[src/rtl/serial_bus_loader_if.sv]
// Host-side signal bundle for the serial bus loader: UART byte streams plus
// the Z80 bus-request handshake and the memory strobes it drives as bus master.
interface serial_bus_loader_if;
   logic [7:0]  rx_data;
   logic        rx_valid;
   logic [7:0]  tx_data;
   logic        tx_valid;
   logic        tx_ready;
   logic        busrq_n;
   logic        busak_n;
   logic [15:0] addr;
   logic [7:0]  dout;
   logic [7:0]  din;
   logic        mreq_n;
   logic        rd_n;
   logic        wr_n;
   logic        overrun;

   modport master (
      input  rx_data, rx_valid, tx_ready, busak_n, din,
      output tx_data, tx_valid, busrq_n, addr, dout, mreq_n, rd_n, wr_n, overrun
   );

   modport slave (
      output rx_data, rx_valid, tx_ready, busak_n, din,
      input  tx_data, tx_valid, busrq_n, addr, dout, mreq_n, rd_n, wr_n, overrun
   );
endinterface

[src/rtl/serial_bus_loader.sv]
// Debug/load engine: parses UART command frames, takes the Z80 bus via
// BUSRQ/BUSAK and performs block memory reads or writes as bus master.
module serial_bus_loader #(
   parameter int TIMEOUT_CYCLES = 1000000,
   parameter int TO_WIDTH       = 20
) (
   input  logic                clk,
   input  logic                reset_n,
   serial_bus_loader_if.master bus
);

   typedef enum logic [3:0] {
      IDLE, HDR_AH, HDR_AL, HDR_LEN, REQ, W_WAIT, W_STROBE,
      R_STROBE, R_CAPT, R_SEND, ACK, REL
   } state_e;

   localparam logic [7:0]          CMD_WR   = 8'h57;
   localparam logic [7:0]          CMD_RD   = 8'h52;
   localparam logic [7:0]          ACK_BYTE = 8'h4B;
   localparam logic [TO_WIDTH-1:0] TO_LAST  = TO_WIDTH'(TIMEOUT_CYCLES - 1);

   state_e              state_q,    state_d;
   logic                is_wr_q,    is_wr_d;
   logic [15:0]         addr_q,     addr_d;
   logic [8:0]          count_q,    count_d;
   logic [7:0]          dout_q,     dout_d;
   logic [7:0]          buf_data_q, buf_data_d;
   logic                buf_full_q, buf_full_d;
   logic [7:0]          tx_data_q,  tx_data_d;
   logic                tx_valid_q, tx_valid_d;
   logic                busrq_n_q,  busrq_n_d;
   logic                mreq_n_q,   mreq_n_d;
   logic                rd_n_q,     rd_n_d;
   logic                wr_n_q,     wr_n_d;
   logic                overrun_q,  overrun_d;
   logic [TO_WIDTH-1:0] to_cnt_q,   to_cnt_d;

   logic to_run;
   logic to_expired;

   // NOTE: every always_comb output gets a default first so no path leaves
   // a signal unassigned, which would otherwise infer a latch.
   always_comb begin
      state_d    = state_q;
      is_wr_d    = is_wr_q;
      addr_d     = addr_q;
      count_d    = count_q;
      dout_d     = dout_q;
      buf_data_d = buf_data_q;
      buf_full_d = buf_full_q;
      tx_data_d  = tx_data_q;
      tx_valid_d = tx_valid_q;
      overrun_d  = overrun_q;

      // The inter-byte timer only runs while the frame is waiting on the host.
      to_run     = (state_q inside {HDR_AH, HDR_AL, HDR_LEN}) ||
                   (state_q == W_WAIT && !buf_full_q);
      to_expired = to_run && !bus.rx_valid && (to_cnt_q == TO_LAST);
      to_cnt_d   = (to_run && !bus.rx_valid && !to_expired) ? to_cnt_q + 1'b1 : '0;

      // Write data that arrives before the engine can use it parks in the
      // one-byte buffer; a second early byte is lost and flagged.
      if (bus.rx_valid && is_wr_q && (state_q inside {REQ, W_STROBE})) begin
         if (buf_full_q) begin
            overrun_d = 1'b1;
         end else begin
            buf_data_d = bus.rx_data;
            buf_full_d = 1'b1;
         end
      end

      case (state_q)
         IDLE: begin
            buf_full_d = 1'b0;
            if (bus.rx_valid && (bus.rx_data == CMD_WR || bus.rx_data == CMD_RD)) begin
               is_wr_d = (bus.rx_data == CMD_WR);
               state_d = HDR_AH;
            end
         end
         HDR_AH: begin
            if (bus.rx_valid) begin
               addr_d[15:8] = bus.rx_data;
               state_d      = HDR_AL;
            end else if (to_expired) begin
               state_d = IDLE;
            end
         end
         HDR_AL: begin
            if (bus.rx_valid) begin
               addr_d[7:0] = bus.rx_data;
               state_d     = HDR_LEN;
            end else if (to_expired) begin
               state_d = IDLE;
            end
         end
         HDR_LEN: begin
            if (bus.rx_valid) begin
               // A zero length byte encodes a full 256-byte block.
               count_d = {(bus.rx_data == 8'h00), bus.rx_data};
               state_d = REQ;
            end else if (to_expired) begin
               state_d = IDLE;
            end
         end
         REQ: begin
            if (!bus.busak_n) begin
               state_d = is_wr_q ? W_WAIT : R_STROBE;
            end
         end
         W_WAIT: begin
            if (buf_full_q) begin
               if (bus.rx_valid) begin
                  overrun_d = 1'b1;
               end
               if (!bus.busak_n) begin
                  dout_d     = buf_data_q;
                  buf_full_d = 1'b0;
                  state_d    = W_STROBE;
               end
            end else if (bus.rx_valid) begin
               if (!bus.busak_n) begin
                  dout_d  = bus.rx_data;
                  state_d = W_STROBE;
               end else begin
                  buf_data_d = bus.rx_data;
                  buf_full_d = 1'b1;
               end
            end else if (to_expired) begin
               state_d = REL;
            end
         end
         W_STROBE: begin
            addr_d  = addr_q + 16'd1;
            count_d = count_q - 9'd1;
            if (count_q == 9'd1) begin
               tx_data_d  = ACK_BYTE;
               tx_valid_d = 1'b1;
               state_d    = ACK;
            end else begin
               state_d = W_WAIT;
            end
         end
         R_STROBE: begin
            // Stays here with strobes idle while the CPU holds the bus back.
            if (!rd_n_q) begin
               state_d = R_CAPT;
            end
         end
         R_CAPT: begin
            tx_data_d  = bus.din;
            tx_valid_d = 1'b1;
            addr_d     = addr_q + 16'd1;
            count_d    = count_q - 9'd1;
            state_d    = R_SEND;
         end
         R_SEND: begin
            if (bus.tx_ready) begin
               tx_valid_d = 1'b0;
               state_d    = (count_q == 9'd0) ? REL : R_STROBE;
            end
         end
         ACK: begin
            if (bus.tx_ready) begin
               tx_valid_d = 1'b0;
               state_d    = REL;
            end
         end
         REL: begin
            if (bus.busak_n) begin
               state_d = IDLE;
            end
         end
         default: state_d = IDLE;
      endcase

      // Strobes and the bus request are decoded from the next state so they
      // leave a flop cleanly, aligned with the state they belong to.
      wr_n_d    = (state_d != W_STROBE);
      rd_n_d    = !(state_d == R_STROBE && !bus.busak_n);
      mreq_n_d  = wr_n_d && rd_n_d;
      busrq_n_d = !(state_d inside {REQ, W_WAIT, W_STROBE, R_STROBE, R_CAPT, R_SEND, ACK});
   end

   // NOTE: state uses non-blocking assignments so every flop samples the
   // pre-edge value of every other flop regardless of statement order.
   always_ff @(posedge clk or negedge reset_n) begin
      if (!reset_n) begin
         state_q    <= IDLE;
         is_wr_q    <= 1'b0;
         addr_q     <= '0;
         count_q    <= '0;
         dout_q     <= '0;
         buf_data_q <= '0;
         buf_full_q <= 1'b0;
         tx_data_q  <= '0;
         tx_valid_q <= 1'b0;
         busrq_n_q  <= 1'b1;
         mreq_n_q   <= 1'b1;
         rd_n_q     <= 1'b1;
         wr_n_q     <= 1'b1;
         overrun_q  <= 1'b0;
         to_cnt_q   <= '0;
      end else begin
         state_q    <= state_d;
         is_wr_q    <= is_wr_d;
         addr_q     <= addr_d;
         count_q    <= count_d;
         dout_q     <= dout_d;
         buf_data_q <= buf_data_d;
         buf_full_q <= buf_full_d;
         tx_data_q  <= tx_data_d;
         tx_valid_q <= tx_valid_d;
         busrq_n_q  <= busrq_n_d;
         mreq_n_q   <= mreq_n_d;
         rd_n_q     <= rd_n_d;
         wr_n_q     <= wr_n_d;
         overrun_q  <= overrun_d;
         to_cnt_q   <= to_cnt_d;
      end
   end

   assign bus.tx_data  = tx_data_q;
   assign bus.tx_valid = tx_valid_q;
   assign bus.busrq_n  = busrq_n_q;
   assign bus.addr     = addr_q;
   assign bus.dout     = dout_q;
   assign bus.mreq_n   = mreq_n_q;
   assign bus.rd_n     = rd_n_q;
   assign bus.wr_n     = wr_n_q;
   assign bus.overrun  = overrun_q;

endmodule

[src/flat_wrapper.sv]
// flat-port wrapper written by rule: the top's interface ports become plain ports
module serial_bus_loader_flat 
#(
   parameter int TIMEOUT_CYCLES = 1000000,
   parameter int TO_WIDTH       = 20
)
  (clk, reset_n, bus_rx_data, bus_rx_valid, bus_tx_ready, bus_busak_n, bus_din, bus_tx_data, bus_tx_valid, bus_busrq_n, bus_addr, bus_dout, bus_mreq_n, bus_rd_n, bus_wr_n, bus_overrun);
  serial_bus_loader_if bus_i ();
  input  logic clk;
  input  logic reset_n;
  input wire logic [$bits(bus_i.rx_data)-1:0] bus_rx_data;
  input wire logic [$bits(bus_i.rx_valid)-1:0] bus_rx_valid;
  input wire logic [$bits(bus_i.tx_ready)-1:0] bus_tx_ready;
  input wire logic [$bits(bus_i.busak_n)-1:0] bus_busak_n;
  input wire logic [$bits(bus_i.din)-1:0] bus_din;
  output wire logic [$bits(bus_i.tx_data)-1:0] bus_tx_data;
  output wire logic [$bits(bus_i.tx_valid)-1:0] bus_tx_valid;
  output wire logic [$bits(bus_i.busrq_n)-1:0] bus_busrq_n;
  output wire logic [$bits(bus_i.addr)-1:0] bus_addr;
  output wire logic [$bits(bus_i.dout)-1:0] bus_dout;
  output wire logic [$bits(bus_i.mreq_n)-1:0] bus_mreq_n;
  output wire logic [$bits(bus_i.rd_n)-1:0] bus_rd_n;
  output wire logic [$bits(bus_i.wr_n)-1:0] bus_wr_n;
  output wire logic [$bits(bus_i.overrun)-1:0] bus_overrun;
  assign bus_i.rx_data = bus_rx_data;
  assign bus_i.rx_valid = bus_rx_valid;
  assign bus_i.tx_ready = bus_tx_ready;
  assign bus_i.busak_n = bus_busak_n;
  assign bus_i.din = bus_din;
  assign bus_tx_data = bus_i.tx_data;
  assign bus_tx_valid = bus_i.tx_valid;
  assign bus_busrq_n = bus_i.busrq_n;
  assign bus_addr = bus_i.addr;
  assign bus_dout = bus_i.dout;
  assign bus_mreq_n = bus_i.mreq_n;
  assign bus_rd_n = bus_i.rd_n;
  assign bus_wr_n = bus_i.wr_n;
  assign bus_overrun = bus_i.overrun;
  serial_bus_loader #(.TIMEOUT_CYCLES(TIMEOUT_CYCLES), .TO_WIDTH(TO_WIDTH)) u_core (.clk(clk), .reset_n(reset_n), .bus(bus_i));
endmodule
[config.mk]
export PLATFORM = sky130hd
export DESIGN_NAME = serial_bus_loader_flat
export DESIGN_NICKNAME = d
export VERILOG_FILES = /design/src/rtl/serial_bus_loader_if.sv /design/src/rtl/serial_bus_loader.sv /design/src/flat_wrapper.sv
export SDC_FILE = /design/constraint.sdc
export NUM_CORES = 1
export LEC_CHECK = 0
export CAP_MARGIN = 10
export CORE_MARGIN = 2
export CORE_UTILIZATION = 55
export DETAILED_ROUTE_END_ITERATION = 8
export HOLD_SLACK_MARGIN = 0.06
export PLACE_DENSITY_LB_ADDON = 0.12
export RECOVER_POWER = 50
export SLEW_MARGIN = 0
export SYNTH_ARGS = -nofsm -noshare
export SYNTH_HDL_FRONTEND = slang
export SYNTH_SLANG_ARGS = --single-unit
[constraint.sdc]
create_clock -name clk -period 2.71 [get_ports clk]
set_clock_uncertainty 0.2 [all_clocks]
set_input_delay 0.4065 -clock clk [delete_from_list [all_inputs] [get_ports clk]]
set_output_delay 0.4065 -clock clk [all_outputs]
set_load 0.02 [all_outputs]
==> summary.md <==
| Metric | Value |
|---|---|
| Status | `completed` |
| CP Capture Point | `u_core.bus.mreq_n` |
| Worst Setup Start Kind | `flip-flop` |
| Most frequent cell after synthesis | `dfrtp_1` |
| Clk sinks | `81` |
| Vias | `3898` |
| Largest net degree at the start of global routing | `47` |
| P&R area growth vs syn | `23.10%` |
| Slew Limit Fails | `0` |
| Num rows | `32` |
| IO buf count | `58` |
| Die span in y | `93.42 um` |
| CP Launch Point | `u_core.count_q[0]` |
| Die Span X | `93.42 um` |
| Hold Crit Depth | `2` |
| Leakage | `2.244 nW` |
| GRT Total Usage | `26.80%` |
| Top FF cell, synth | `dfrtp_1` |
| Initial core utilization | `56.91%` |
| Crit Path Max Fanout | `6` |
| Crit path time final | `2.549 ns` |
| Required @ worst endpoint | `2.81 ns` |
| Post-Syn Nets | `503` |
| Final setup vio count | `0` |
| Layout cell share with drive strength beyond 1 | `12.21%` |
| RR Startpoint | `u_core.count_q[0]` |
| Pre-antenna DRT Iters | `5` |
| Setup TNS | `0 ns` |
| DRT Wirelength | `10880 um` |
| Number of flops mapped to enable cells by yosys | `0` |
| Area contributors post-synth | `dfrtp_1, nor2_1, a21oi_1` |
| Critical path data arrival time | `2.64 ns` |
| Initial DRC Count | `219` |
| # IOs | `59` |
| Fin. Hold Viols | `0` |
| Grt ovf | `0` |
| RSZ-0062 raised after global routing | `no` |
| Max-cap violation count | `0` |
| GP Congestion | `0.9353` |
| Util after Layout | `70.06%` |
| Netlist cell types | `57` |
| Later-pin clock latency in the skew report | `0.36 ns` |
| Fin crit share | `94.06%` |
| Root buffer cell | `clkbuf_8` |
| Worst hold-check path type | `reg2reg` |
| Reg2reg setup slack | `0.16 ns` |
| Routed Antenna Nets | `0` |
| Max_slew headroom | `42.81%` |
| Setup Crit Path Kind | `reg2reg` |
| Yosys reg bits | `81` |
| NumNets Final | `577` |
| Pwr per Cell Area | `1019 nW/um^2` |
| First-pass GRT wire length | `18530 um` |
| H-tree depth | `3` |
| Die ar. | `8727 sq um` |
| Cell taking the most area after synthesis | `dfrtp_1` |
| Post-DP HPWL | `7610 um` |
| Post-CTS Setup Inserts | `0` |
| Pre-CTS worst setup slack | `0.06824 ns` |
| VDD IR-drop max | `0.5846 mV` |
| Cells on worst reg2reg path | `8` |
| FMAX | `392.3 MHz` |
| Synth Instances | `478` |
| Netlist Area Pre-Place | `4398 sq um` |
| Total CTS buffers | `9` |
| Vias in the first global route | `3784` |
| Critical Path End Type | `flip-flop` |
| Synth cell count leaders | `dfrtp_1, nor2_1, a21oi_1, nand2_1, o21ai_0` |
| Synth top area share | `43.81%` |
| Sequential share of the synthesized area | `46.20%` |
| Drt wl/cell | `16.51 um` |
| Synth Warn # | `0` |
| Setup ws final | `0.1609 ns` |
| Syn_area_per_cell | `9.201 sq um` |
| Slew at the pin with the worst max-slew slack | `0.8578 ns` |
| Post-synth ARST share | `100.0%` |
| CTS tree | `done` |
| Initial antenna violation count | `0` |
| Core area | `7727 sq um` |
| Via/cell ratio | `5.915` |
| Antenna diodes | `0` |
| Critical R2R Capture | `u_core.bus.mreq_n` |
| Clock Pin Slew Worst Setup and Hold Paths | `0.09 ns` |
| Worst-case clock buffer depth | `2` |
| Post-route DRC | `0` |
## worst max-delay path: stages (launching register included)
cell and delay, ns:
dfrtp_1 0.41, inv_1 0.10, ha_1 0.19, or3b_2 0.54, o31ai_1 0.30, nor2_1 0.09, nor4_2 0.36, or4_1 0.19
and2_1 0.12
## power by group
part | switching [mW] | total (mW) | internal, mW
sequential | 0.391 | 2.00 | 1.61
clock | 0.469 | 0.935 | 0.466
combinational | 1.42 | 2.58 | 1.16
total | 2.28 | 5.51 | 3.23
## cells in the final DEF (no fill, tap or decap), drive strengths merged, types with 11 or more instances in the layout
cell,count
nand2,40
xor2,12
o21ai,32
nor3,11
nor2,64
nand2b,12
dfrtp,77
a21oi,47
buf,24
clkdlybuf4s50,50
clkbuf,14
inv,17
nand3,22
## state kept, by name (all words and copies together), names as in the netlist
register             flops
u_core.buf_full_q        1
u_core.is_wr_q           1
u_core.buf_data_q        8
u_core.bus.mreq_n        1
u_core.bus.tx_valid      1
u_core.bus.dout          8
u_core.bus.rd_n          1
u_core.count_q           9
u_core.bus.wr_n          1
u_core.to_cnt_q         20
u_core.bus.tx_data       8
u_core.state_q           4
u_core.bus.overrun       1
u_core.bus.busrq_n       1
u_core.bus.addr         16
## cells by family (layout without fill, tap and decap cells)
kind of cell    count (synthesis)  in the layout  share of synthesized area [%]
compound gates                122            122                          17.41
xor+xnor                       21             21                          4.182
fa+ha+maj                       4              4                          1.138
buf+inv                        36            115                          3.243
flops                          81             81                          46.20
mux                            16             16                          3.841
simple gates                  198            198                          23.98
## metrics by stage
step	instance area [sq um]	hold WS (ns)	cells	power, mW
floorplan	4398	-0.08909	478	3.575
global placement	5225	0.1939	642	4.512
detailed placement	5225	0.1883	642	4.573
CTS	5445	0.2816	659	5.545
global route	5414	0.3036	659	5.906
finish	5414	0.2736	659	5.515
## routing by layer
| layer | up-vias | routed length [um] | track usage [%] |
|---|---|---|---|
| li1 | 1863 | - | - |
| met4 | 0 | 311 | 10.17 |
| met2 | 152 | 4955 | 40.23 |
| met1 | 1856 | 5010 | 38.47 |
| met5 | - | 0 | 0 |
| met3 | 27 | 599 | 5.318 |
## what timing repair did
item	CTS	global route
endpoints found under the hold margin	31	0
resized for setup	0	2
setup endpoints to repair	0	2
hold buffers	1	0
## area by class of cell
| type | instances | area, sq um |
|---|---|---|
| fill | 593 | 2313 |
| clock buffer | 10 | 137.6 |
| sequential | 81 | 2033 |
| tap | 102 | 127.6 |
| timing repair buffer | 86 | 780.7 |
| multi-input combinational | 361 | 2213 |
| inverter | 13 | 48.80 |
| clock inverter | 6 | 72.57 |
## how the worst min path moves through the flow
stage,endpoint,from,slack [ns]
after floorplan,u_core.buf_data_q[0],reset_n,-0.09
after global placement,u_core.to_cnt_q[0],reset_n,0.19
after detailed placement,u_core.to_cnt_q[0],reset_n,0.19
after CTS,u_core.bus.tx_valid,u_core.bus.tx_valid,0.28
after global routing,u_core.bus.overrun,u_core.bus.overrun,0.30
final,u_core.bus.tx_valid,u_core.bus.tx_valid,0.27
(Power assumes the default switching activity.)
